**src/rtl/dcache_port_arbiter_if.sv**
```systemverilog
// Bundles the requester-side vectors and the single cache-side port that
// dcache_port_arbiter multiplexes between them.
interface dcache_port_arbiter_if #(
  parameter int unsigned NR_PORTS   = 3,
  parameter int unsigned ADDR_WIDTH = 56,
  parameter int unsigned DATA_WIDTH = 64
);
  logic [NR_PORTS-1:0]              req_i;
  logic [NR_PORTS-1:0]              we_i;
  logic [NR_PORTS*ADDR_WIDTH-1:0]   addr_i;
  logic [NR_PORTS*DATA_WIDTH-1:0]   wdata_i;
  logic [NR_PORTS*DATA_WIDTH/8-1:0] be_i;
  logic [NR_PORTS*2-1:0]            size_i;
  logic [NR_PORTS-1:0]              gnt_o;
  logic [NR_PORTS-1:0]              rvalid_o;
  logic [DATA_WIDTH-1:0]            rdata_o;
  logic                             mem_req_o;
  logic                             mem_we_o;
  logic [ADDR_WIDTH-1:0]            mem_addr_o;
  logic [DATA_WIDTH-1:0]            mem_wdata_o;
  logic [DATA_WIDTH/8-1:0]          mem_be_o;
  logic [1:0]                       mem_size_o;
  logic                             mem_gnt_i;
  logic                             mem_rvalid_i;
  logic [DATA_WIDTH-1:0]            mem_rdata_i;
  logic                             busy_o;
  logic                             err_o;

  modport slave (
    input  req_i, we_i, addr_i, wdata_i, be_i, size_i,
    input  mem_gnt_i, mem_rvalid_i, mem_rdata_i,
    output gnt_o, rvalid_o, rdata_o,
    output mem_req_o, mem_we_o, mem_addr_o, mem_wdata_o, mem_be_o, mem_size_o,
    output busy_o, err_o
  );

  modport master (
    output req_i, we_i, addr_i, wdata_i, be_i, size_i,
    output mem_gnt_i, mem_rvalid_i, mem_rdata_i,
    input  gnt_o, rvalid_o, rdata_o,
    input  mem_req_o, mem_we_o, mem_addr_o, mem_wdata_o, mem_be_o, mem_size_o,
    input  busy_o, err_o
  );
endinterface

```
**src/rtl/dcache_port_arbiter.sv**
```systemverilog
// Round-robin arbiter with request locking that shares one D$ port between
// NR_PORTS requesters; read responses return in grant order via an ID FIFO.
module dcache_port_arbiter #(
  parameter int unsigned NR_PORTS        = 3,
  parameter int unsigned ADDR_WIDTH      = 56,
  parameter int unsigned DATA_WIDTH      = 64,
  parameter int unsigned MAX_OUTSTANDING = 2
) (
  input  logic                clk_i,
  input  logic                rst_i,
  dcache_port_arbiter_if.slave bus
);
  localparam int unsigned ID_W  = (NR_PORTS > 1) ? $clog2(NR_PORTS) : 1;
  localparam int unsigned PTR_W = (MAX_OUTSTANDING > 1) ? $clog2(MAX_OUTSTANDING) : 1;
  localparam int unsigned CNT_W = $clog2(MAX_OUTSTANDING + 1);
  localparam int unsigned BE_W  = DATA_WIDTH / 8;
  localparam logic [CNT_W-1:0] MAX_CNT  = CNT_W'(MAX_OUTSTANDING);
  localparam logic [ID_W-1:0]  LAST_ID  = ID_W'(NR_PORTS - 1);
  localparam logic [PTR_W-1:0] LAST_PTR = PTR_W'(MAX_OUTSTANDING - 1);

  function automatic logic [ID_W-1:0] next_id(input logic [ID_W-1:0] id);
    return (id == LAST_ID) ? {ID_W{1'b0}} : id + ID_W'(1);
  endfunction

  function automatic logic [PTR_W-1:0] next_ptr(input logic [PTR_W-1:0] ptr);
    return (ptr == LAST_PTR) ? {PTR_W{1'b0}} : ptr + PTR_W'(1);
  endfunction

  logic [ID_W-1:0]  rr_ptr_r;
  logic             lock_valid_r;
  logic [ID_W-1:0]  lock_id_r;
  logic [CNT_W-1:0] cnt_r;
  logic [PTR_W-1:0] wr_ptr_r;
  logic [PTR_W-1:0] rd_ptr_r;
  logic [ID_W-1:0]  id_fifo_r [MAX_OUTSTANDING];
  logic             err_r;

  logic [NR_PORTS-1:0] elig_s;
  logic [ID_W-1:0]     sel_s;
  logic [ID_W-1:0]     cand_s;
  logic                found_s;
  logic                hit_s;
  logic                mem_req_s;
  logic                grant_s;
  logic                push_s;
  logic                pop_s;
  logic                spurious_s;
  logic [ID_W-1:0]     head_s;

  // Reads need a free FIFO slot as seen by the registered count; writes never do.
  assign elig_s     = bus.req_i & (bus.we_i | {NR_PORTS{cnt_r < MAX_CNT}});
  assign mem_req_s  = found_s & elig_s[sel_s];
  assign grant_s    = mem_req_s & bus.mem_gnt_i;
  assign push_s     = grant_s & ~bus.we_i[sel_s];
  assign pop_s      = bus.mem_rvalid_i & (cnt_r != {CNT_W{1'b0}});
  assign spurious_s = bus.mem_rvalid_i & (cnt_r == {CNT_W{1'b0}});
  assign head_s     = id_fifo_r[rd_ptr_r];

  // Port selection: a held lock wins, else first eligible port from rr_ptr onward.
  always_comb begin
    sel_s   = rr_ptr_r;
    cand_s  = rr_ptr_r;
    found_s = 1'b0;
    hit_s   = 1'b0;
    if (lock_valid_r) begin
      sel_s   = lock_id_r;
      found_s = 1'b1;
    end else begin
      for (int i = 0; i < int'(NR_PORTS); i++) begin
        hit_s   = ~found_s & elig_s[cand_s];
        sel_s   = hit_s ? cand_s : sel_s;
        found_s = found_s | hit_s;
        cand_s  = next_id(cand_s);
      end
    end
  end

  // Output forwarding, held at zero while reset is asserted.
  always_comb begin
    bus.mem_req_o   = 1'b0;
    bus.gnt_o       = {NR_PORTS{1'b0}};
    bus.rvalid_o    = {NR_PORTS{1'b0}};
    bus.rdata_o     = {DATA_WIDTH{1'b0}};
    bus.mem_we_o    = 1'b0;
    bus.mem_addr_o  = {ADDR_WIDTH{1'b0}};
    bus.mem_wdata_o = {DATA_WIDTH{1'b0}};
    bus.mem_be_o    = {BE_W{1'b0}};
    bus.mem_size_o  = 2'b00;
    bus.busy_o      = 1'b0;
    bus.err_o       = 1'b0;
    if (!rst_i) begin
      bus.mem_req_o         = mem_req_s;
      bus.gnt_o[sel_s]      = grant_s;
      bus.rvalid_o[head_s]  = pop_s;
      bus.rdata_o           = bus.mem_rdata_i;
      bus.mem_we_o          = bus.we_i[sel_s];
      bus.mem_addr_o        = bus.addr_i[int'(sel_s)*ADDR_WIDTH +: ADDR_WIDTH];
      bus.mem_wdata_o       = bus.wdata_i[int'(sel_s)*DATA_WIDTH +: DATA_WIDTH];
      bus.mem_be_o          = bus.be_i[int'(sel_s)*BE_W +: BE_W];
      bus.mem_size_o        = bus.size_i[int'(sel_s)*2 +: 2];
      bus.busy_o            = (cnt_r != {CNT_W{1'b0}});
      bus.err_o             = err_r;
    end else begin
      bus.mem_req_o = 1'b0;
    end
  end

  // Arbitration state; a stalled request locks, and a dropped request unlocks.
  always_ff @(posedge clk_i or posedge rst_i) begin
    if (rst_i) begin
      rr_ptr_r     <= {ID_W{1'b0}};
      lock_valid_r <= 1'b0;
      lock_id_r    <= {ID_W{1'b0}};
    end else begin
      lock_valid_r <= mem_req_s & ~bus.mem_gnt_i;
      lock_id_r    <= mem_req_s ? sel_s : lock_id_r;
      rr_ptr_r     <= grant_s ? next_id(sel_s) : rr_ptr_r;
    end
  end

  // Outstanding-read bookkeeping and the sticky spurious-response flag.
  always_ff @(posedge clk_i or posedge rst_i) begin
    if (rst_i) begin
      cnt_r    <= {CNT_W{1'b0}};
      wr_ptr_r <= {PTR_W{1'b0}};
      rd_ptr_r <= {PTR_W{1'b0}};
      err_r    <= 1'b0;
    end else begin
      cnt_r    <= cnt_r + CNT_W'(push_s) - CNT_W'(pop_s);
      wr_ptr_r <= push_s ? next_ptr(wr_ptr_r) : wr_ptr_r;
      rd_ptr_r <= pop_s ? next_ptr(rd_ptr_r) : rd_ptr_r;
      err_r    <= err_r | spurious_s;
    end
  end

  // ID storage for granted reads, oldest entry at rd_ptr_r.
  always_ff @(posedge clk_i or posedge rst_i) begin
    if (rst_i) begin
      for (int i = 0; i < int'(MAX_OUTSTANDING); i++) begin
        id_fifo_r[i] <= {ID_W{1'b0}};
      end
    end else if (push_s) begin
      id_fifo_r[wr_ptr_r] <= sel_s;
    end else begin
      id_fifo_r[wr_ptr_r] <= id_fifo_r[wr_ptr_r];
    end
  end
endmodule

```
**src/flat_wrapper.sv**
```systemverilog
// flat-port wrapper written by rule: the top's interface ports become plain ports
module dcache_port_arbiter_flat 
#(
  parameter int unsigned NR_PORTS        = 3,
  parameter int unsigned ADDR_WIDTH      = 56,
  parameter int unsigned DATA_WIDTH      = 64,
  parameter int unsigned MAX_OUTSTANDING = 2
)
  (clk_i, rst_i, bus_req_i, bus_we_i, bus_addr_i, bus_wdata_i, bus_be_i, bus_size_i, bus_mem_gnt_i, bus_mem_rvalid_i, bus_mem_rdata_i, bus_gnt_o, bus_rvalid_o, bus_rdata_o, bus_mem_req_o, bus_mem_we_o, bus_mem_addr_o, bus_mem_wdata_o, bus_mem_be_o, bus_mem_size_o, bus_busy_o, bus_err_o);
  dcache_port_arbiter_if #(.NR_PORTS(NR_PORTS), .ADDR_WIDTH(ADDR_WIDTH), .DATA_WIDTH(DATA_WIDTH)) bus_i ();
  input  logic clk_i;
  input  logic rst_i;
  input wire logic [$bits(bus_i.req_i)-1:0] bus_req_i;
  input wire logic [$bits(bus_i.we_i)-1:0] bus_we_i;
  input wire logic [$bits(bus_i.addr_i)-1:0] bus_addr_i;
  input wire logic [$bits(bus_i.wdata_i)-1:0] bus_wdata_i;
  input wire logic [$bits(bus_i.be_i)-1:0] bus_be_i;
  input wire logic [$bits(bus_i.size_i)-1:0] bus_size_i;
  input wire logic [$bits(bus_i.mem_gnt_i)-1:0] bus_mem_gnt_i;
  input wire logic [$bits(bus_i.mem_rvalid_i)-1:0] bus_mem_rvalid_i;
  input wire logic [$bits(bus_i.mem_rdata_i)-1:0] bus_mem_rdata_i;
  output wire logic [$bits(bus_i.gnt_o)-1:0] bus_gnt_o;
  output wire logic [$bits(bus_i.rvalid_o)-1:0] bus_rvalid_o;
  output wire logic [$bits(bus_i.rdata_o)-1:0] bus_rdata_o;
  output wire logic [$bits(bus_i.mem_req_o)-1:0] bus_mem_req_o;
  output wire logic [$bits(bus_i.mem_we_o)-1:0] bus_mem_we_o;
  output wire logic [$bits(bus_i.mem_addr_o)-1:0] bus_mem_addr_o;
  output wire logic [$bits(bus_i.mem_wdata_o)-1:0] bus_mem_wdata_o;
  output wire logic [$bits(bus_i.mem_be_o)-1:0] bus_mem_be_o;
  output wire logic [$bits(bus_i.mem_size_o)-1:0] bus_mem_size_o;
  output wire logic [$bits(bus_i.busy_o)-1:0] bus_busy_o;
  output wire logic [$bits(bus_i.err_o)-1:0] bus_err_o;
  assign bus_i.req_i = bus_req_i;
  assign bus_i.we_i = bus_we_i;
  assign bus_i.addr_i = bus_addr_i;
  assign bus_i.wdata_i = bus_wdata_i;
  assign bus_i.be_i = bus_be_i;
  assign bus_i.size_i = bus_size_i;
  assign bus_i.mem_gnt_i = bus_mem_gnt_i;
  assign bus_i.mem_rvalid_i = bus_mem_rvalid_i;
  assign bus_i.mem_rdata_i = bus_mem_rdata_i;
  assign bus_gnt_o = bus_i.gnt_o;
  assign bus_rvalid_o = bus_i.rvalid_o;
  assign bus_rdata_o = bus_i.rdata_o;
  assign bus_mem_req_o = bus_i.mem_req_o;
  assign bus_mem_we_o = bus_i.mem_we_o;
  assign bus_mem_addr_o = bus_i.mem_addr_o;
  assign bus_mem_wdata_o = bus_i.mem_wdata_o;
  assign bus_mem_be_o = bus_i.mem_be_o;
  assign bus_mem_size_o = bus_i.mem_size_o;
  assign bus_busy_o = bus_i.busy_o;
  assign bus_err_o = bus_i.err_o;
  dcache_port_arbiter #(.NR_PORTS(NR_PORTS), .ADDR_WIDTH(ADDR_WIDTH), .DATA_WIDTH(DATA_WIDTH), .MAX_OUTSTANDING(MAX_OUTSTANDING)) u_core (.clk_i(clk_i), .rst_i(rst_i), .bus(bus_i));
endmodule
```
**config.mk**
```make
export PLATFORM = sky130hd
export DESIGN_NAME = dcache_port_arbiter_flat
export DESIGN_NICKNAME = d
export VERILOG_FILES = /design/src/rtl/dcache_port_arbiter_if.sv /design/src/rtl/dcache_port_arbiter.sv /design/src/flat_wrapper.sv
export SDC_FILE = /design/constraint.sdc
export NUM_CORES = 1
export LEC_CHECK = 0
export ABC_AREA = 1
export CORE_AREA = 2 2 257 259
export DETAILED_ROUTE_END_ITERATION = 10
export DIE_AREA = 0 0 259 261
export HOLD_SLACK_MARGIN = 0.12
export PLACE_DENSITY = 0.3
export SLEW_MARGIN = 20
export SYNTH_ARGS = -nofsm -noshare
export SYNTH_HDL_FRONTEND = slang
export SYNTH_SLANG_ARGS = --single-unit
```
**constraint.sdc**
```tcl
create_clock -name clk_i -period 3.6 [get_ports clk_i]
set_input_delay 1.08 -clock clk_i [delete_from_list [all_inputs] [get_ports clk_i]]
set_output_delay 1.08 -clock clk_i [all_outputs]
set_load 0.01 [all_outputs]
```
# Word level (Yosys, flattened, before mapping)
# Index checks and enable logic that the tools add are counted.
dict set report totals {
  register_bits 14
  input_bits 464
  output_inout_bits 204
  word_cells 106
}
dict set report op_classes {
  addsub 7
  multipliers 1
  order_cmp 11
  n_eq_ne 3
  shifts 4
  muxes 45
  bitwise_logic 21
  n_reduce_logical 5
}
# cell n
set op_table {}
lappend op_table {{variable part select 192 x 9 -> 64 bit} 1}
lappend op_table {{variable part select 168 x 9 -> 56 bit} 1}
lappend op_table {{2-to-1 mux 64 bit} 2}
lappend op_table {{2-to-1 mux 56 bit} 1}
lappend op_table {{2-to-1 mux 2 bit} 14}
lappend op_table {{variable part select 24 x 6 -> 8 bit} 1}
lappend op_table {{< comparator 2 x 3 -> 1 bit, second input constant} 5}
lappend op_table {{2-to-1 mux 1 bit} 14}
lappend op_table {{binary-select mux 1 bit (select 2 bit)} 5}
lappend op_table {{AND 3 bit} 3}
lappend op_table {{AND 1 bit} 8}
lappend op_table {{bitwise mux 4 bit} 2}
lappend op_table {{2-to-1 mux 8 bit} 1}
lappend op_table {{adder 2 x 1 -> 2 bit, second input constant} 3}
lappend op_table {{equality test 2 bit, second input constant} 3}
lappend op_table {{2-to-1 mux 3 bit} 2}
lappend op_table {{variable part select 6 x 4 -> 2 bit} 1}
lappend op_table {{multiplier 2 x 3 -> 5 bit, second input constant} 1}
lappend op_table {{demux 1 bit (select 2 bit)} 2}
lappend op_table {{greater-or-equal comparator 2 x 1 -> 1 bit, second input constant} 2}
lappend op_table {{greater-or-equal comparator 2 bit, second input constant} 2}
lappend op_table {{2-to-1 mux 4 bit} 1}
lappend op_table {{inverter 1 bit} 4}
lappend op_table {{inverter 1 -> 2 bit} 2}
lappend op_table {{11 further kinds} 16}

# Longest topological paths before layout
# Gate-level depths: netlist (run 1).
dict set report depth {
  depth_word 19
  ltp_mapped 18
  mapped_depth_nobuf 18
}

# Least setup slack after synthesis (run 1)
# Ideal clock, no wire load.
dict set report synth_timing {
  path_type {input to output}
  start {in bus_we_i[1]}
  end {out bus_mem_addr_o[10]}
  arrival_ps 2692
  t_required_ps 2520
  path_slack_ps -172
  stages 14
  n_path_buf 1
  path_cell_list {inv_1 -> nand2_1 -> nand3_1 -> nand2_1 -> nor2_4 -> nand3_1 -> nand3_1 -> nand3_2 -> nand2_4 -> inv_2 -> nor2_4 -> clkbuf_1 -> nand2_1 -> a31oi_1}
}
dict set report synth_via {
  elab_chain_len 14
}
# item line
set synth_rtl {}
lappend synth_rtl {{start: declaration} flat_wrapper.sv:14} ;# input wire logic [$bits(bus_i.we_i)-1:0] bus_we_i;
lappend synth_rtl {{bitwise OR 3 bit *} dcache_port_arbiter.sv:51} ;# assign elig_s = bus.req_i & (bus.we_i | {NR_PORTS{cnt_r < MAX_CNT}});
lappend synth_rtl {{AND 3 bit *} dcache_port_arbiter.sv:51}
lappend synth_rtl {{binary-select mux 1 bit (select 2 bit)} dcache_port_arbiter.sv:70} ;# hit_s = ~found_s & elig_s[cand_s];
lappend synth_rtl {{2-to-1 mux 1 bit (not written as such)} dcache_port_arbiter.sv:70}
lappend synth_rtl {{inverter 1 bit} dcache_port_arbiter.sv:70}
lappend synth_rtl {{AND 1 bit} dcache_port_arbiter.sv:70}
lappend synth_rtl {{bitwise OR 1 bit} dcache_port_arbiter.sv:72} ;# found_s = found_s | hit_s;
lappend synth_rtl {{inverter 1 bit} dcache_port_arbiter.sv:70}
lappend synth_rtl {{AND 1 bit} dcache_port_arbiter.sv:70}
lappend synth_rtl {{2-to-1 mux 2 bit *} dcache_port_arbiter.sv:71} ;# sel_s = hit_s ? cand_s : sel_s;
lappend synth_rtl {{2-to-1 mux 2 bit *} dcache_port_arbiter.sv:65} ;# if (lock_valid_r) begin
lappend synth_rtl {{multiplier 2 x 3 -> 5 bit *} dcache_port_arbiter.sv:97} ;# bus.mem_addr_o = bus.addr_i[int'(sel_s)*ADDR_WIDTH +: ADDR_WIDTH];
lappend synth_rtl {{variable part select 168 x 9 -> 56 bit *} dcache_port_arbiter.sv:97}
lappend synth_rtl {{2-to-1 mux 56 bit *} dcache_port_arbiter.sv:91} ;# if (!rst_i) begin
lappend synth_rtl {{end: declaration} flat_wrapper.sv:27} ;# output wire logic [$bits(bus_i.mem_addr_o)-1:0] bus_mem_addr_o;
# Mark *: on every way between the ends. The rest lies on a longest branch, timed or not. The select of a mux whose other input is x is not followed.

# Worst setup path after layout (run 1)
dict set report layout_timing {
  start {in bus_we_i[1]}
  end {out bus_mem_addr_o[9]}
}
# The elaborated chain is that of the path after synthesis.

==> results of run 1 <==
==> worst paths after layout <==
kind                                            startpoint                         endpoint  cells after the start
hold reg to reg            u_core.id_fifo_r[0]$_DFFE_PP0P_  u_core.id_fifo_r[0]$_DFFE_PP0P_                      2
min in group asynchronous                            rst_i  u_core.id_fifo_r[3]$_DFFE_PP0N_                      3
setup / recovery                               bus_we_i[1]                bus_mem_addr_o[9]                     20
hold / removal             u_core.id_fifo_r[0]$_DFFE_PP0P_  u_core.id_fifo_r[0]$_DFFE_PP0P_                      2
setup reg to reg            u_core.rr_ptr_r[0]$_DFFE_PP0N_  u_core.id_fifo_r[3]$_DFFE_PP0N_                     21
max in group asynchronous                            rst_i    u_core.lock_valid_r$_DFF_PP0_                      3
==> sequential cells by signal, indices dropped and copies added, names as in the netlist <==
| register | cells |
|---|---|
| u_core.lock_valid_r | 1 |
| u_core.wr_ptr_r | 1 |
| u_core.rd_ptr_r | 1 |
| u_core.id_fifo_r | 4 |
| u_core.err_r | 1 |
| u_core.lock_id_r | 2 |
| u_core.cnt_r | 2 |
| u_core.rr_ptr_r | 2 |
==> worst min-delay path, delay by kind of cell (launching register included) <==
| kind | cells | cell delay, ns |
|---|---|---|
| flops | 1 | 0.34 |
| simple gates | 2 | 0.09 |
==> repair_timing <==
item,4_1_cts,5_1_grt
resized for setup,826,191
endpoints found under the setup margin,136,137
pin swaps,79,74
hold endpoints to repair,0,0
gates cloned,22,7
setup buffers,41,22
==> synth_stat cells, drive strengths merged <==
master	count
nand2	445
a31oi	131
inv	85
nor2	85
buf	39
nand3	26
clkbuf	25
dfrtp	14
o21ai	5
or2	2
xor2	2
a21oi	1
ha	1
mux2	1
mux2i	1
nand3b	1
nor3	1
nor3b	1
nor4	1
==> cell usage in the layout (no fill, tap or decap), types with 2 or more instances in the layout <==
| master | instances |
|---|---|
| a31oi_2 | 98 |
| a31oi_4 | 33 |
| buf_12 | 38 |
| buf_16 | 20 |
| buf_2 | 91 |
| buf_4 | 76 |
| buf_6 | 49 |
| buf_8 | 21 |
| clkbuf_16 | 9 |
| clkdlybuf4s50_1 | 523 |
| dfrtp_1 | 14 |
| diode_2 | 4 |
| dlymetal6s2s_1 | 2 |
| inv_1 | 77 |
| inv_2 | 3 |
| inv_6 | 3 |
| nand2_1 | 258 |
| nand2_2 | 106 |
| nand2_4 | 79 |
| nand2_8 | 2 |
| nand3_1 | 12 |
| nand3_2 | 10 |
| nand3_4 | 4 |
| nor2_1 | 73 |
| nor2_2 | 5 |
| nor2_4 | 7 |
| o21ai_0 | 4 |
| or2_2 | 2 |
| xor2_1 | 2 |
==> logic make-up after synthesis <==
logic type                 after synthesis  synth area share
and+or+nand+nor                        562             0.539
buffers and inverters                  149             0.157
AOI/OAI and AO/OA                      137             0.207
DFF                                     14            0.0849
xor gates and xnor gates                 2           0.00425
muxes                                    2           0.00516
adders and majority gates                1           0.00303
==> stage by stage <==
step / setup slack, ns / total power (uW) / cell area, sq um / instances
final: -0.605 / 18000 / 15700 / 2501
after global routing: -0.729 / 19200 / 15700 / 2498
after CTS: -0.630 / 17000 / 14900 / 2483
after detailed placement: -1.57 / 12000 / 13500 / 2417
after global placement: -1.62 / 12000 / 13500 / 2417
after floorplan: -0.0351 / 6170 / 5240 / 867
==> power by group through the flow <==
stage                     Combinational, uW  Clock, uW  Sequential, uW
after floorplan                        5880          0             285
after global placement                11800          0             288
after detailed placement              11700          0             286
after CTS                             16500        244             285
after global routing                  18600        255             295
final                                 17500        239             286
==> final cells by class <==
cell class                      count  area share
Antenna cell                        4    0.000636
Clock buffer                        4     0.00564
Inverter                           85      0.0219
Multi-Input combinational cell    704       0.334
Sequential cell                    14      0.0223
Tap cell                          864      0.0687
Timing Repair Buffer              826       0.547
==> layer usage <==
layer | up-vias | routed length [um]
met2 | 438 | 28400
met1 | 4124 | 18700
met3 | 38 | 4580
met5 | - | 26
li1 | 4327 | -
met4 | 4 | 1030
==> results.sh, run 1 <==
export IMPL_yosysTopAreaCell="nand2_1"
export IMPL_switching_share=0.495
export IMPL_net_switching_power_uw=8910
export IMPL_yosys_cell_types_count=28
export IMPL_power_density_mw_per_mm2=1140
export IMPL_status="finished, violations left"
export IMPL_combPwrFrac=0.971
export IMPL_critPathMaxFanout=7
export IMPL_syn_area_sq_mm=0.00413
export IMPL_ys_ff_latch=14
export IMPL_dpl_hpwl_um=39600
export IMPL_drv_cap=0
export IMPL_multi_input_area_sq_mm=0.00525
export IMPL_avgRoutedWirePerCell_um=21.1
export IMPL_grt_use_met2=0.287
export IMPL_synthCells=867
export IMPL_ys_warn_count=0
export IMPL_gp_congestion=0.839
export IMPL_crit_type="in -> out"
export IMPL_drt_first_iter_violations=275
export IMPL_regArea_sq_um=350
export IMPL_hp_class="reg -> reg"
export IMPL_die_w_um=259
export IMPL_drc_errors=0
export IMPL_hold_violations=0
export IMPL_design_die_area_sq_mm=0.0676
export IMPL_start_util=0.0634
export IMPL_avgSynthCellArea_sq_um=4.76
export IMPL_path_clk_slew_ns=0.05
export IMPL_crit_arrival_ns=3.13
export IMPL_chipHeight_um=261
export IMPL_cts_root_buf="clkbuf_16"
export IMPL_layout_min_cycle_time_ns=4.21
export IMPL_critical_path_buf_inv_count=9
export IMPL_overflow=0
export IMPL_synthTopCellsByArea="nand2_1, a31oi_1, dfrtp_1"
export IMPL_slew_violations=0
export IMPL_cts_tree="built"
export IMPL_cp_required_ns=2.52
export IMPL_failed_checks="negative setup slack"
export IMPL_core_area_sq_mm=0.0650
export IMPL_cp_end_kind="primary output"
export IMPL_hold_slack_ns=0.469
export IMPL_cts_buffer_depth=2
export IMPL_critPathSlowestCell="buf_12"
export IMPL_crit_family="buffers and inverters"
export IMPL_power_frac_clock=0.013
export IMPL_dr_pass1_iters=4
export IMPL_vias=8931
export IMPL_yosys_area_top_type_share=0.402
export IMPL_regToRegSetupSlack_ns=0.86
export IMPL_startpoint_type="primary input"
export IMPL_first_global_vias=9648
export IMPL_final_setup_tns_ns=-66.78
export IMPL_fin_util=0.242
export IMPL_drive_gt1_frac=0.405
export IMPL_io_pin_count=668
export IMPL_grt_total_usage=0.143
export IMPL_cts_max_level=1
export IMPL_max_freq_mhz=238
export IMPL_routed_wl_um=52800
export IMPL_postCtsHoldBufs=0
export IMPL_port_buffers=667
export IMPL_fillers=7209
export IMPL_syn_nets=1332
export IMPL_gr_usage_met1=0.149
export IMPL_postRouteAntennaNets=0
export IMPL_grt_pass1_wl_um=69400
export IMPL_grtUsageMet3=0.0384
export IMPL_syn_to_final_growth_pct=282
export IMPL_antenna_found_initial=6
export IMPL_p_int_uw=9100
export IMPL_num_rows=94
export IMPL_ys_seq_area_frac=0.0849
export IMPL_grt_start_max_net_pins=44
export IMPL_crit_chain="buf_8, inv_6, nand2_4, nand3_4, buf_4, nand3_1, nor2_1, nand3_1, nand2_1, inv_1, nand2_2, nand2_4, nor2_4, buf_12, buf_16, buf_12, buf_12, nand2_4, a31oi_2, buf_2"
export IMPL_fin_crit_sh=1.17
export IMPL_setup_violations=135
export IMPL_viasPerCell=3.57
export IMPL_cts_sinks=14
export IMPL_max_stage_delay_ns=0.17
export IMPL_relSlewSlack=0.619
export IMPL_rsz0062_at_grt="true"
export IMPL_pwr_share_seq=0.016
export IMPL_skew_ns=0.00251
export IMPL_worst_slack_ns=-0.605
export IMPL_peakVddDrop_mv=0.469
export IMPL_clkLatencyLatePin_ns=0.24
export IMPL_tightest_slew_ns=0.571
export IMPL_nets=2099
export IMPL_cts_inserted_buffers=3
export IMPL_p_leak_uw=0.00645
export IMPL_grt_busiest_layer="met2"
Note: power is estimated with default switching activity, not from simulation.
==> run 2, diff against run 1 <==
- CTS_CLUSTER_SIZE: unset -> 8
==> results of run 2 <==
Same layout as run 1: the final DEF is identical, and so are final timing and power.
==> run 3, diff against run 2 <==
- CAP_MARGIN: unset -> 30
==> results of run 3 <==
Same layout as run 1: the final DEF is identical, and so are final timing and power.
